[config.mk]
export PLATFORM = sky130hd
export DESIGN_NAME = lsu_mem_adapter
export DESIGN_NICKNAME = d
export VERILOG_FILES = /design/src/rtl/lsu_mem_adapter.sv
export SDC_FILE = /design/constraint.sdc
export NUM_CORES = 1
export LEC_CHECK = 0
export BUFFER_PORTS_ARGS = -buffer_cell sky130_fd_sc_hd__buf_2
export CAP_MARGIN = 25
export CORE_MARGIN = 2
export CORE_UTILIZATION = 33
export CTS_CLUSTER_DIAMETER = 120
export CTS_CLUSTER_SIZE = 10
export DETAILED_ROUTE_END_ITERATION = 8
export PLACE_DENSITY_LB_ADDON = 0.1
export SETUP_SLACK_MARGIN = 0.5
export SLEW_MARGIN = 20
export SYNTH_ARGS = -nofsm -noshare
export SYNTH_HDL_FRONTEND = slang
export SYNTH_SLANG_ARGS = --single-unit
[constraint.sdc]
create_clock -name clk -period 1.65 [get_ports clk]
set_input_delay 0.0825 -clock clk [delete_from_list [all_inputs] [get_ports clk]]
set_output_delay 0.0825 -clock clk [all_outputs]
set_load 0.01 [all_outputs]
[src/rtl/lsu_mem_adapter.sv]
// ============================================================================
// Module   : lsu_mem_adapter
// Brief    : Load/store unit bridging execute-stage requests to a byte-addressed
//            data memory, with legality/alignment/range checks and load extension.
// Revision : 1.0 - initial release
// ============================================================================
`default_nettype none

module lsu_mem_adapter #(
    parameter int ADDR_WIDTH  = 16,
    parameter bit CHECK_RANGE = 1'b1
) (
    input  logic        clk,
    input  logic        rst,
    input  logic        req_valid,
    output logic        req_ready,
    input  logic        req_we,
    input  logic [2:0]  req_funct3,
    input  logic [31:0] req_addr,
    input  logic [31:0] req_wdata,
    output logic        rsp_valid,
    input  logic        rsp_ready,
    output logic [31:0] rsp_rdata,
    output logic [1:0]  rsp_err,
    output logic        mem_en,
    output logic [1:0]  mem_access_mode,
    output logic [31:0] mem_addr,
    output logic [31:0] mem_data_in,
    input  logic [31:0] mem_data_out
);

    typedef enum logic [1:0] {
        S_IDLE   = 2'd0,
        S_ACCESS = 2'd1,
        S_RESP   = 2'd2
    } state_t;

    localparam logic [1:0] c_ERR_OK    = 2'b00;
    localparam logic [1:0] c_ERR_ALIGN = 2'b01;
    localparam logic [1:0] c_ERR_RANGE = 2'b10;
    localparam logic [1:0] c_ERR_ILL   = 2'b11;

    state_t      r_state;
    state_t      w_state_next;
    logic        r_we;
    logic [2:0]  r_funct3;
    logic [31:0] r_addr;
    logic [31:0] r_wdata;
    logic [31:0] r_rdata;
    logic [1:0]  r_err;

    logic        w_illegal;
    logic        w_misaligned;
    logic        w_out_of_range;
    logic [1:0]  w_err;
    logic [31:0] w_load_ext;
    logic [1:0]  w_store_mode;

    generate
        if (CHECK_RANGE && (ADDR_WIDTH < 32)) begin : g_range
            assign w_out_of_range = |req_addr[31:ADDR_WIDTH];
        end else begin : g_no_range
            assign w_out_of_range = 1'b0;
        end
    endgenerate

    // Request checks are evaluated on the live request so the error is ready
    // to latch on the accepting edge.
    always_comb begin
        w_illegal    = 1'b0;
        w_misaligned = 1'b0;
        w_err        = c_ERR_OK;
        if (req_we) begin
            w_illegal = req_funct3[2] | (req_funct3[1:0] == 2'b11);
        end else begin
            w_illegal = (req_funct3[1:0] == 2'b11) | (req_funct3 == 3'b110);
        end
        w_misaligned = ((req_funct3[1:0] == 2'b01) & req_addr[0]) |
                       ((req_funct3[1:0] == 2'b10) & (req_addr[1:0] != 2'b00));
        if (w_illegal) begin
            w_err = c_ERR_ILL;
        end else if (w_misaligned) begin
            w_err = c_ERR_ALIGN;
        end else if (w_out_of_range) begin
            w_err = c_ERR_RANGE;
        end
    end

    always_comb begin
        w_load_ext = mem_data_out;
        case (r_funct3)
            3'b000:  w_load_ext = {{24{mem_data_out[7]}}, mem_data_out[7:0]};
            3'b001:  w_load_ext = {{16{mem_data_out[15]}}, mem_data_out[15:0]};
            3'b100:  w_load_ext = {24'd0, mem_data_out[7:0]};
            3'b101:  w_load_ext = {16'd0, mem_data_out[15:0]};
            default: w_load_ext = mem_data_out;
        endcase
    end

    always_comb begin
        w_store_mode = 2'b11;
        case (r_funct3[1:0])
            2'b00:   w_store_mode = 2'b01;
            2'b01:   w_store_mode = 2'b10;
            default: w_store_mode = 2'b11;
        endcase
    end

    always_comb begin
        w_state_next = r_state;
        case (r_state)
            S_IDLE: begin
                if (req_valid) begin
                    w_state_next = (w_err == c_ERR_OK) ? S_ACCESS : S_RESP;
                end
            end
            S_ACCESS: w_state_next = S_RESP;
            S_RESP: begin
                if (rsp_ready) begin
                    w_state_next = S_IDLE;
                end
            end
            default: w_state_next = S_IDLE;
        endcase
    end

    always_ff @(posedge clk) begin
        if (rst) begin
            r_state  <= S_IDLE;
            r_we     <= 1'b0;
            r_funct3 <= 3'd0;
            r_addr   <= 32'd0;
            r_wdata  <= 32'd0;
            r_rdata  <= 32'd0;
            r_err    <= c_ERR_OK;
        end else begin
            r_state <= w_state_next;
            case (r_state)
                S_IDLE: begin
                    if (req_valid) begin
                        r_we     <= req_we;
                        r_funct3 <= req_funct3;
                        r_addr   <= req_addr;
                        r_wdata  <= req_wdata;
                        r_err    <= w_err;
                        r_rdata  <= 32'd0;
                    end
                end
                S_ACCESS: r_rdata <= r_we ? 32'd0 : w_load_ext;
                default: ;
            endcase
        end
    end

    // Memory strobes decode from state only, so the level-sensitive memory
    // can never see a write outside the single ACCESS cycle.
    assign req_ready       = (r_state == S_IDLE);
    assign rsp_valid       = (r_state == S_RESP);
    assign rsp_rdata       = r_rdata;
    assign rsp_err         = r_err;
    assign mem_en          = (r_state == S_ACCESS);
    assign mem_access_mode = ((r_state == S_ACCESS) && r_we) ? w_store_mode : 2'b00;
    assign mem_addr        = r_addr;
    assign mem_data_in     = r_wdata;

endmodule

`default_nettype wire

Yosys cells after proc, flatten, opt, wreduce, memory -nomap -nowiden
Index checks and enable logic that the tools add are counted.
{ "word_totals": {"regBits": 104, "elab_cells": 49} }
{ "classes": {"n_eq_ne": 12, "muxes": 14, "bitwise_logic": 5, "reduce_logical": 11} }
{ "ops": {"columns": ["op", "n"], "rows": [
  ["$pmux 32 s4", 1],
  ["$mux 32", 2],
  ["$pmux 32 s2", 1],
  ["$reduce_or 16->1", 1],
  ["$mux 2", 7],
  ["$eq 3x3->1 const B", 3],
  ["$eq 2x1->1 const B", 3],
  ["$eq 2x2->1 const B", 3],
  ["$logic_not 2->1", 3],
  ["$pmux 2 s3", 1],
  ["$reduce_and 2->1", 3],
  ["$pmux 2 s2", 1],
  ["$reduce_bool 2->1", 2],
  ["$eq 3x1->1 const B", 1],
  ["$logic_not 3->1", 1],
  ["$or 1x1->1", 3],
  ["$and 1x1->1", 2],
  ["$ne 2x1->1 const B", 1],
  ["$ne 2x2->1 const B", 1],
  ["$logic_and 1x1->1", 1],
  ["$mux 1", 1]
]} }

Logic depth before layout (Yosys ltp)
Gate-level depths: netlist of the first run.
{ "logic_depth": {"ltp_word": 9, "mapped_depth": 7} }

Least setup slack after synthesis of the first run
Ideal clock, no wire load.
{ "synth_path": {"kind": "reg2reg", "from": "register r_state[1]", "to": "register r_rdata[21], in the netlist rsp_rdata[21]", "arrival_time_ps": 1115, "required_time_ps": 1535, "slack_ps": 420, "stages_incl_launch_ff": 7, "path_buffers": 2, "period_less_slack_ps": 1230, "cell_sequence": "dfxtp_1 o21bai_2 and2_1 buf_4 buf_4 nand2_1 o21ai_2"} }
{ "synth_between": {"elab_chain_len": 3} }
{ "synth_lines": {"columns": ["item", "line_no", "source"], "rows": [
  ["start: declaration", "43", "state_t r_state;"],
  ["start signal: assignment", "137", "r_state <= w_state_next;"],
  ["$eq 2x1->1 or $logic_not 2->1 (tied branches)", "138", "case (r_state)"],
  ["$reduce_bool 2->1 (no source line) or $ne 2x2->1 (tied branches)", null, null],
  ["$reduce_and 2->1 (no source line)", null, null],
  ["end signal: assignment", "149", "S_ACCESS: r_rdata <= r_we ? 32'd0 : w_load_ext;"],
  ["end: declaration", "49", "logic [31:0] r_rdata;"]
]} }
Parallel ways exist; a longest one is shown, timed or not.
A chain may end at the register's enable or synchronous reset.

Worst setup path after layout of the first run
{ "layout_path": {"from": "register r_state[0]", "to": "register r_wdata[10], in the netlist mem_data_in[10]"} }
{ "layout_between": {"elab_chain_len": 2} }
{ "layout_lines": {"columns": ["item", "line_no", "source"], "rows": [
  ["$logic_not 2->1", "138", null],
  ["$reduce_and 2->1 (no source line)", null, null],
  ["end signal: assignment", "144", "r_wdata <= req_wdata;"],
  ["end: declaration", "48", "logic [31:0] r_wdata;"]
]} }
No other way between the ends.

==> impl_metrics.py, run 1 <==
metrics = {
    "outcome": {
        "status": "complete, no violations",
    },
    "worst_setup_path": {
        "r2r-end": "mem_data_in[10]$_SDFFE_PP0P_",
        "path_class": "reg -> reg",
        "slowest_stage": "dfxtp_4",
        "critPathTopFamily": "simple AND/OR/NAND/NOR gates",
        "cpPeakStageDelay_ns": 0.36,
        "setup.worst_path.end": "mem_data_in[10]$_SDFFE_PP0P_",
        "crit_arrival_ns": 1.60,
        "cp-end-kind": "register",
        "reg2reg_slack_ns": 0.32,
        "critPathMaxFanout": 7,
        "r2r_start": "r_state[0]$_SDFFE_PP0P_",
        "crit_path_cell_trace": "nor2_4 > and2_4 > buf_6 > buf_12 > nand2_2 > a21oi_2",
        "startpoint_type": "register",
        "critPathLaunch": "r_state[0]$_SDFFE_PP0P_",
        "cp_num_buf_inv": 2,
        "reg2reg_depth": 6,
        "worstPathRequired_ns": 1.92,
        "path_depth": 6,
    },
    "yosys": {
        "netlist.area_leader.share_pct": 53.8,
        "syn_inst": 478,
        "synth_nets": 582,
        "yosysWarnings": 0,
        "ys_seq_area_share_pct": 53.8,
        "yosysTopAreaCell": "dfxtp_1",
        "synth.distinct_cells": 35,
        "synth_area_um2": 3870,
        "synth_area_leaders": "dfxtp_1 54%, nand2_1 16%, a21oi_1 10%, nor2_1 2.7%, o21ai_2 2.5%",
        "syn_area_per_cell_um2": 8.10,
        "ys_ff_latch": 104,
    },
    "timing": {
        "fin_skew_ns": 0.00926,
        "maxSlewViolCount": 0,
        "setup_violations": 0,
        "worstMarginPinSlew_ns": 0.572,
        "rsz0062_at_grt": "yes",
        "final-hold-violation-count": 0,
        "tns_ns": 0,
        "period_needed_ns": 1.33,
        "fin_crit_sh_pct": 80.4,
        "slew_headroom_pct": 61.9,
        "fmax_mhz": 754,
    },
    "drt": {
        "wl_met1_mm": 5.74,
        "met3_wirelength_um": 884,
        "route.vias.total": 4453,
        "drc": 0,
        "maxUsedRoutingLayer": "met4",
        "dr.pass1.iters": 4,
        "drt_iter0_markers": 187,
        "postRouteAntennaNets": 0,
        "wire_per_inst_um": 15.0,
        "totalWireLength_mm": 13.9,
        "via_per_inst": 4.78,
        "dr_wl_met2_mm": 6.91,
    },
    "layout": {
        "final_common_cell": "buf_2",
        "fillers": 981,
        "nets": 886,
        "design_area_um2": 7210,
        "final_cell_mix": "206 x buf_2, 105 x nand2_1, 100 x dfxtp_1, 87 x dlygate4sd3_1, 58 x a21oi_2",
        "final_cells": 931,
        "area_delta_synth_final_pct": 86.3,
        "drive_gt1_share_pct": 50.7,
    },
    "power": {
        "pwr-share-clk_pct": 35.8,
        "p_seq_share_pct": 44.8,
        "power.internal_mw": 4.40,
        "p_sw_share_pct": 26.3,
        "power.density_nw_per_um2": 828,
        "power_mw": 5.97,
        "ir_worst_vdd_mv": 0.789,
        "p_switching_mw": 1.57,
        "power_frac_comb_pct": 19.4,
        "p_leak_nw": 3.35,
    },
    "grt": {
        "antenna_found_initial": 1,
        "grt_use_total_pct": 19.0,
        "grt_max_degree": 88,
        "grt_pass1_vias": 4141,
        "grt_overflow_total": 0,
        "grt_pass1_wl_mm": 19.4,
    },
    "clock_tree": {
        "htreeDepth": 3,
        "clkTransAtPathRegs_ns": 0.06,
        "cts_tree": "built",
        "cts_buffer_depth": 2,
        "cts_buffers": 9,
        "clock-root-buffer": "clkbuf_16",
        "cts.sinks": 104,
        "clkLatencyLatePin_ns": 0.35,
    },
    "floorplanning": {
        "coreArea_um2": 11400,
        "die_h_um": 112,
        "die-area_um2": 12600,
        "num_io_pins": 207,
        "rows": 39,
        "initial_utilization_pct": 33.9,
        "die_width_um": 112,
    },
    "worst_hold_path": {
        "hp-class": "in -> reg",
        "min_path_cells": 3,
        "worstHoldStart": "req_funct3[2]",
    },
    "placed_design": {
        "dpl_cell_area_um2": 5040,
        "dp_hpwl_mm": 8.03,
        "port_buffers": 206,
        "place.gp.congestion": 0.744,
        "placed_cells": 804,
    },
    "run": {
        "cap_violations": 0,
    },
}
==> how the worst min path moves through the flow <==
stage | to
CTS | r_funct3[2]$_SDFFE_PP0P_
finish | r_funct3[2]$_SDFFE_PP0P_
global placement | rsp_rdata[27]$_SDFFE_PP0P_
global route | r_funct3[2]$_SDFFE_PP0P_
detailed placement | rsp_rdata[26]$_SDFFE_PP0P_
floorplan | mem_addr[0]$_SDFFE_PP0P_
==> tightest hold or removal path, delay by kind of cell <==
family | cells | cell delay [ns]
buffers and inverters | 1 | 0.13
and+or+nand+nor | 1 | 0.06
AOI/OAI and AO/OA | 1 | 0.04
==> through the flow <==
step	util [%]	hold WS, ns	worst slack [ns]
after floorplan	-	0.218	0.479
after detailed placement	44.1	0.314	0.272
after CTS	55.6	0.00122	0.359
after global routing	63.2	0.00279	0.268
after global placement	44.1	0.310	0.322
final	63.2	0.00483	0.324
==> cell usage after synthesis (all sizes together) <==
master / count
a21oi: 78
a221oi: 1
nor4b: 1
mux2i: 1
o211ai: 1
clkbuf: 10
buf: 21
nor4: 6
inv: 4
o21bai: 1
a22oi: 8
nand3: 2
nand2b: 1
or3: 1
dfxtp: 104
nand4: 1
nor2b: 8
xor2: 1
a41oi: 1
a31oi: 1
nor2: 30
nand2: 166
and2: 2
nand3b: 1
o21ai: 27
==> repair_timing <==
action / CTS / global route
hold buffers: 87 / 0
pin swaps: 20 / 104
buffers inserted: 9 / 4
gates cloned: 1 / 9
hold endpoints to repair: 87 / 0
gates resized for setup: 26 / 177
endpoints found under the setup margin: 107 / 107
==> cell families (layout without fill, tap and decap cells) <==
| kind of cell | count (synthesis) | in the layout | synth area share [%] |
|---|---|---|---|
| AOI/OAI and AO/OA | 118 | 118 | 17.3 |
| muxes | 1 | 1 | 0.259 |
| DFF | 104 | 104 | 53.8 |
| xor gates and xnor gates | 1 | 1 | 0.226 |
| buffers and inverters | 35 | 342 | 4.65 |
| and+or+nand+nor | 219 | 221 | 23.8 |
| other | 0 | 1 | 0 |
==> area by class of cell <==
type                    instances  area (um2)  share of cell area [%]
diodes                          1        2.50                  0.0347
clock buffers                  11         243                    3.37
clock inverters                 5        56.3                   0.781
inverters                       4        17.5                   0.243
multi-input cells             341        2290                    31.7
flip-flops and latches        104        2090                    29.0
well taps                     143         179                    2.48
repair buffers                322        2330                    32.4
==> metal layers <==
| metal | global-route usage [%] | vias up |
|---|---|---|
| met3 | 5.99 | 29 |
| met4 | 7.32 | 0 |
| li1 | - | 2187 |
| met5 | 0 | - |
| met2 | 31.4 | 149 |
| met1 | 23.1 | 2088 |
==> power by group through the flow <==
stage / sequential [mW] / combinational (mW) / clock, mW
2_1_floorplan: 2.77 / 0.298 / 0
3_3_place_gp: 2.72 / 0.660 / 0
3_5_place_dp: 2.73 / 0.669 / 0
4_1_cts: 2.67 / 0.861 / 2.20
5_1_grt: 2.69 / 1.24 / 2.31
6_report: 2.68 / 1.16 / 2.13
==> registers in the layout, summed over array words and instances, names as in the netlist <==
name and flops:
mem_addr 32, mem_data_in 32, r_funct3 3, r_state 2, r_we 1, rsp_err 2, rsp_rdata 32
No activity file was read; power rests on OpenSTA's default activity.
==> inputs of run 2 (changes only) <==
--- a/config.mk
+++ b/config.mk
@@ -5,6 +5,7 @@
 export SDC_FILE = /design/constraint.sdc
 export NUM_CORES = 1
 export LEC_CHECK = 0
+export ABC_AREA = 1
 export BUFFER_PORTS_ARGS = -buffer_cell sky130_fd_sc_hd__buf_2
 export CAP_MARGIN = 25
 export CORE_MARGIN = 2
==> constraint.sdc (replaced) <==
create_clock -name clk -period 1.2 [get_ports clk]
set_input_delay 0.06 -clock clk [delete_from_list [all_inputs] [get_ports clk]]
set_output_delay 0.06 -clock clk [all_outputs]
set_load 0.01 [all_outputs]
==> impl_metrics.py, run 2 <==
metrics = {
    "timing": {
        "slew_headroom_pct": 80.5,
        "fin_skew_ns": 0.00436,
        "worstMarginPinSlew_ns": 0.292,
        "tns_ns": -4.14,
        "setup_violations": 101,
        "fmax_mhz": 767,
        "final-hold-violation-count": 1,
        "period_needed_ns": 1.30,
        "fin_crit_sh_pct": 109,
        "fin_ws_ns": -0.105,
        "rsz0062_at_grt": "yes",
        "worst_hold_slack_ns": -0.0121,
        "maxSlewViolCount": 0,
    },
    "drt": {
        "drt_iter0_markers": 234,
        "drc": 0,
        "totalWireLength_mm": 13.4,
        "route.vias.total": 4583,
        "via_per_inst": 4.64,
        "postRouteAntennaNets": 0,
        "dr.pass1.iters": 4,
        "wire_per_inst_um": 13.6,
    },
    "clock_tree": {
        "clkLatencyLatePin_ns": 0.35,
        "cts_buffers": 9,
        "clock-root-buffer": "clkbuf_16",
        "htreeDepth": 3,
        "cts_tree": "built",
        "clkTransAtPathRegs_ns": 0.07,
        "cts.sinks": 104,
        "cts_buffer_depth": 2,
    },
    "floorplanning": {
        "rows": 40,
        "die-area_um2": 13200,
        "coreArea_um2": 12000,
        "die_width_um": 115,
        "die_h_um": 115,
        "initial_utilization_pct": 33.8,
        "num_io_pins": 207,
    },
    "worst_setup_path": {
        "critPathMaxFanout": 3,
        "crit_arrival_ns": 1.24,
        "startpoint_type": "register",
        "path_class": "reg -> out",
        "worstPathRequired_ns": 1.14,
        "reg2reg_depth": 8,
        "cp-end-kind": "primary output",
    },
    "outcome": {
        "status": "complete, but fails checks",
        "violations": "negative hold slack, negative setup slack",
    },
    "grt": {
        "grt_overflow_total": 0,
        "grt_use_total_pct": 19.0,
        "grt_max_degree": 40,
        "antenna_found_initial": 0,
        "grt_pass1_vias": 4266,
        "grt_pass1_wl_mm": 20.0,
    },
    "yosys": {
        "synth_area_um2": 4060,
        "synthFlopType": "dfxtp_1",
        "synth_area_leaders": "dfxtp_1 51%, nor2_1 15%, o21ai_0 9.6%, nand2_1 8.0%, a21oi_1 3.5%",
        "ys_seq_area_share_pct": 51.3,
        "synth_edf_count": 0,
        "yosysWarnings": 0,
        "yosysMostFrequentCell": "nor2_1",
        "ys_ff_latch": 104,
        "synth_nets": 647,
        "yosysTopAreaCell": "dfxtp_1",
        "netlist.area_leader.share_pct": 51.3,
        "synth_commonest_cells": "161 x nor2_1, 104 x dfxtp_1, 86 x nand2_1",
        "synthArstFlopShare_pct": 0,
        "synth.distinct_cells": 28,
        "syn_area_per_cell_um2": 7.47,
        "syn_inst": 543,
    },
    "layout": {
        "fillers": 1127,
        "drive_gt1_share_pct": 39.0,
        "diodes": 0,
        "final_cell_mix": "190 x buf_2, 158 x nor2_1, 96 x dfxtp_1, 78 x nand2_1, 74 x dlygate4sd3_1",
        "area_delta_synth_final_pct": 70.3,
        "design_area_um2": 6910,
        "final_cells": 987,
        "final_common_cell": "buf_2",
        "nets": 939,
    },
    "placed_design": {
        "port_buffers": 206,
        "placed_cells": 882,
        "dpl_cell_area_um2": 5350,
        "place.gp.congestion": 0.752,
        "dp_hpwl_mm": 8.35,
    },
    "run": {
        "cap_violations": 0,
    },
    "power": {
        "ir_worst_vdd_mv": 1.09,
        "power.density_nw_per_um2": 1210,
        "p_leak_nw": 3.27,
    },
    "worst_hold_path": {
        "min_path_cells": 4,
        "hp-class": "in -> reg",
    },
}
run 2: cell count changes in the layout (fill, tap and decap cells not counted), moves of 10 or more:
cell | previous run | this run
buf_2 | 206 | 190
nor2_2 | 0 | 13
buf_6 | 5 | 18
nand2_1 | 105 | 78
dlygate4sd3_1 | 87 | 74
o21ai_1 | 5 | 40
o21ai_0 | 8 | 33
nand2_2 | 12 | 2
a21oi_2 | 58 | 20
nand2_4 | 49 | 6
nor2_1 | 27 | 158
run 2: logic make-up (layout without fill, tap and decap cells):
logic type | after synthesis | after routing | synth area share, %
AO/OA/AOI/OAI | 122 | 122 | 16.4
buffers and inverters | 50 | 347 | 5.89
flip-flops | 104 | 104 | 51.3
AND/OR/NAND/NOR | 267 | 267 | 26.4
run 2: worst paths after layout:
kind,to,slack [ns],from
setup / recovery,mem_access_mode[0],-0.10,r_state[1]$_SDFFE_PP0P_
setup reg to reg,rsp_rdata[23]$_SDFFE_PP0P_,-0.10,r_state[1]$_SDFFE_PP0P_
hold / removal,r_state[1]$_SDFFE_PP0P_,-0.01,rsp_ready
hold reg to reg,rsp_rdata[17]$_SDFFE_PP0P_,0.46,rsp_rdata[17]$_SDFFE_PP0P_
run 2: final cells by class:
cell class                 instances  area, um2  area share (%)
timing repair buffer             314       2340            33.9
clock buffer                      10        239            3.46
inverter                          16       82.6            1.20
sequential                       104       2090            30.3
multi-input combinational        389       1890            27.4
timing repair inverter             1       6.26          0.0906
tap                              147        184            2.66
clock inverter                     6       67.6           0.978
run 2: metal layers:
| metal | part of all wire [%] | GRT usage [%] |
|---|---|---|
| met5 | 0 | 0 |
| met4 | 1.2 | 5.14 |
| met3 | 8.0 | 7.54 |
| met2 | 49 | 33.2 |
| met1 | 42 | 21.7 |
run 2: timing repair:
item / 4_1_cts / 5_1_grt
endpoints found under the hold margin: 73 / 3
buffers inserted: 5 / 2
resized for setup: 42 / 88
hold buffers: 72 / 2
endpoints found under the setup margin: 207 / 207
pin swaps: 2 / 12
cloned: 2 / 6
run 2: metrics by stage:
stage | worst slack, ns | util (%) | total power [mW]
after floorplan | 0.0165 | - | 4.45
after global placement | 0.00176 | 44.5 | 5.00
after detailed placement | -0.0453 | 44.5 | 5.02
after CTS | -0.110 | 54.5 | 8.31
after global routing | -0.168 | 57.5 | 8.81
final | -0.105 | 57.5 | 8.39
run 2: where the power goes:
| group | leakage, nW | total (mW) | switching, mW | internal (mW) |
|---|---|---|---|---|
| clock network | 0.145 | 3.02 | 1.34 | 1.68 |
| logic | 2.27 | 1.61 | 0.796 | 0.812 |
| registers | 0.858 | 3.76 | 0.112 | 3.65 |
run 2: critical path: stages, from the launching register on:
cell and delay (ns):
dfxtp_4 0.37, nor2_4 0.13, inv_4 0.06, a211oi_4 0.17
buf_2 0.17
==> inputs of run 3 (changes only) <==
--- a/config.mk
+++ b/config.mk
@@ -8,8 +8,9 @@
 export ABC_AREA = 1
 export BUFFER_PORTS_ARGS = -buffer_cell sky130_fd_sc_hd__buf_2
 export CAP_MARGIN = 25
+export CORE_ASPECT_RATIO = 0.7
 export CORE_MARGIN = 2
-export CORE_UTILIZATION = 33
+export CORE_UTILIZATION = 40
 export CTS_CLUSTER_DIAMETER = 120
 export CTS_CLUSTER_SIZE = 10
 export DETAILED_ROUTE_END_ITERATION = 8
==> impl_metrics.py, run 3 (same netlist as run 2, synthesis figures left out) <==
metrics = {
    "layout": {
        "final_cells": 1005,
        "nets": 975,
        "area_delta_synth_final_pct": 102,
        "fillers": 570,
        "drive_gt1_share_pct": 58.7,
        "multi_input_area_um2": 2110,
        "final_cell_mix": "122 x nor2_1, 111 x buf_6, 107 x buf_2, 98 x dfxtp_2, 72 x dlygate4sd3_1",
        "final_common_cell": "nor2_1",
        "regArea_um2": 2220,
        "design_area_um2": 8210,
    },
    "placed_design": {
        "port_buffers": 206,
        "dpl_cell_area_um2": 5300,
        "dp_hpwl_mm": 8.06,
        "place.gp.congestion": 0.819,
        "placed_cells": 859,
    },
    "worst_setup_path": {
        "worstPathRequired_ns": 1.43,
        "path_class": "reg -> reg",
        "critPathMaxFanout": 6,
        "crit_arrival_ns": 1.60,
        "cp-end-kind": "register",
        "startpoint_type": "register",
    },
    "clock_tree": {
        "htreeDepth": 3,
        "cts_buffers": 9,
        "clkLatencyLatePin_ns": 0.35,
        "clkTransAtPathRegs_ns": 0.07,
        "cts.sinks": 104,
        "clock-root-buffer": "clkbuf_16",
        "cts_tree": "built",
        "cts_buffer_depth": 2,
    },
    "floorplanning": {
        "num_io_pins": 207,
        "die_width_um": 124,
        "die-area_um2": 11000,
        "coreArea_um2": 9800,
        "die_h_um": 88.3,
        "rows": 30,
        "initial_utilization_pct": 41.4,
    },
    "drt": {
        "route.vias.total": 5016,
        "via_per_inst": 4.99,
        "drt_iter0_markers": 235,
        "drc": 0,
        "wire_per_inst_um": 16.3,
        "postRouteAntennaNets": 0,
        "totalWireLength_mm": 16.3,
        "dr.pass1.iters": 4,
    },
    "grt": {
        "grt_overflow_total": 0,
        "grt_max_degree": 70,
        "grt_pass1_vias": 4711,
        "grt_pass1_wl_mm": 23.2,
        "grt_use_total_pct": 26.5,
        "antenna_found_initial": 1,
    },
    "run": {
        "cap_violations": 0,
    },
    "power": {
        "power.density_nw_per_um2": 1100,
        "p_leak_nw": 3.64,
        "ir_worst_vdd_mv": 0.915,
    },
    "timing": {
        "rsz0062_at_grt": "yes",
        "fin_crit_sh_pct": 113,
        "fmax_mhz": 735,
        "setup_violations": 96,
        "maxSlewViolCount": 0,
        "fin_skew_ns": 0.00727,
        "final-hold-violation-count": 0,
        "slew_headroom_pct": 73.2,
        "worstMarginPinSlew_ns": 0.400,
        "fin_ws_ns": -0.161,
        "period_needed_ns": 1.36,
    },
    "worst_hold_path": {
        "hp-class": "in -> reg",
    },
    "outcome": {
        "status": "complete, but fails checks",
        "violations": "negative setup slack",
    },
}
==> run 3: worst paths after layout <==
kind	startpoint	to	slack, ns	cells past startpoint
worst max-delay path	r_state[0]$_SDFFE_PP0P_	mem_addr[14]$_SDFFE_PP0P_	-0.16	9
worst min-delay path	req_funct3[2]	r_funct3[2]$_SDFFE_PP0P_	0.02	3
worst max register to register	r_state[0]$_SDFFE_PP0P_	mem_addr[14]$_SDFFE_PP0P_	-0.16	9
worst min register to register	rsp_rdata[13]$_SDFFE_PP0P_	rsp_rdata[13]$_SDFFE_PP0P_	0.47	2
==> run 3: routing by layer <==
metal | GRT usage (%) | vias to the layer above | share of wire, % | routed length, um
met5 | 0 | - | 0 | 0
met4 | 9.70 | 0 | 3.2 | 519
met3 | 7.92 | 40 | 5.8 | 945
met2 | 46.8 | 191 | 49 | 8050
met1 | 31.2 | 2383 | 42 | 6840
li1 | - | 2402 | - | -
==> run 3: layout make-up <==
type / instances / share of cell area (%)
diodes: 1 / 0.0305
clock buffers: 9 / 2.74
clock inverters: 7 / 0.930
inverters: 16 / 0.975
multi-input cells: 390 / 25.8
flip-flops and latches: 104 / 27.0
well taps: 128 / 1.95
repair buffers: 350 / 40.6
==> run 3: stage by stage <==
stage | hold slack (ns) | TNS [ns] | utilization, % | setup slack [ns] | power (mW)
final | 0.0236 | -6.18 | 83.8 | -0.161 | 9.04
after global routing | 0.00328 | -12.74 | 83.8 | -0.209 | 9.39
after CTS | 0.00359 | -4.79 | 76.0 | -0.121 | 8.72
after detailed placement | 0.314 | -2.43 | 54.0 | -0.163 | 5.00
after global placement | 0.307 | -1.48 | 54.0 | -0.114 | 4.97
after floorplan | 0.207 | 0 | - | 0.0165 | 4.45
==> run 3: power breakdown <==
part           total (mW)  internal [mW]  switching, mW
combinational        2.19           1.20          0.985
sequential           3.86           3.68          0.173
clock                3.00           1.64           1.36
total                9.04           6.52           2.52
==> run 3: repair_timing <==
item / 4_1_cts / 5_1_grt
resized for setup: 228 / 156
endpoints found under the hold margin: 72 / 0
pin swaps: 34 / 61
cloned: 10 / 1
hold buffers: 72 / 0
buffers inserted: 18 / 28
setup endpoints to repair: 207 / 207
==> run 3: worst max-delay path, cell delays in order, from the launching register on <==
cell     delay [ns]
dfxtp_2        0.35
buf_6          0.10
nor2_4         0.04
nand2_4        0.13
inv_8          0.06
buf_6          0.13
buf_12         0.12
buf_16         0.13
nor2_1         0.13
nor2_1         0.06
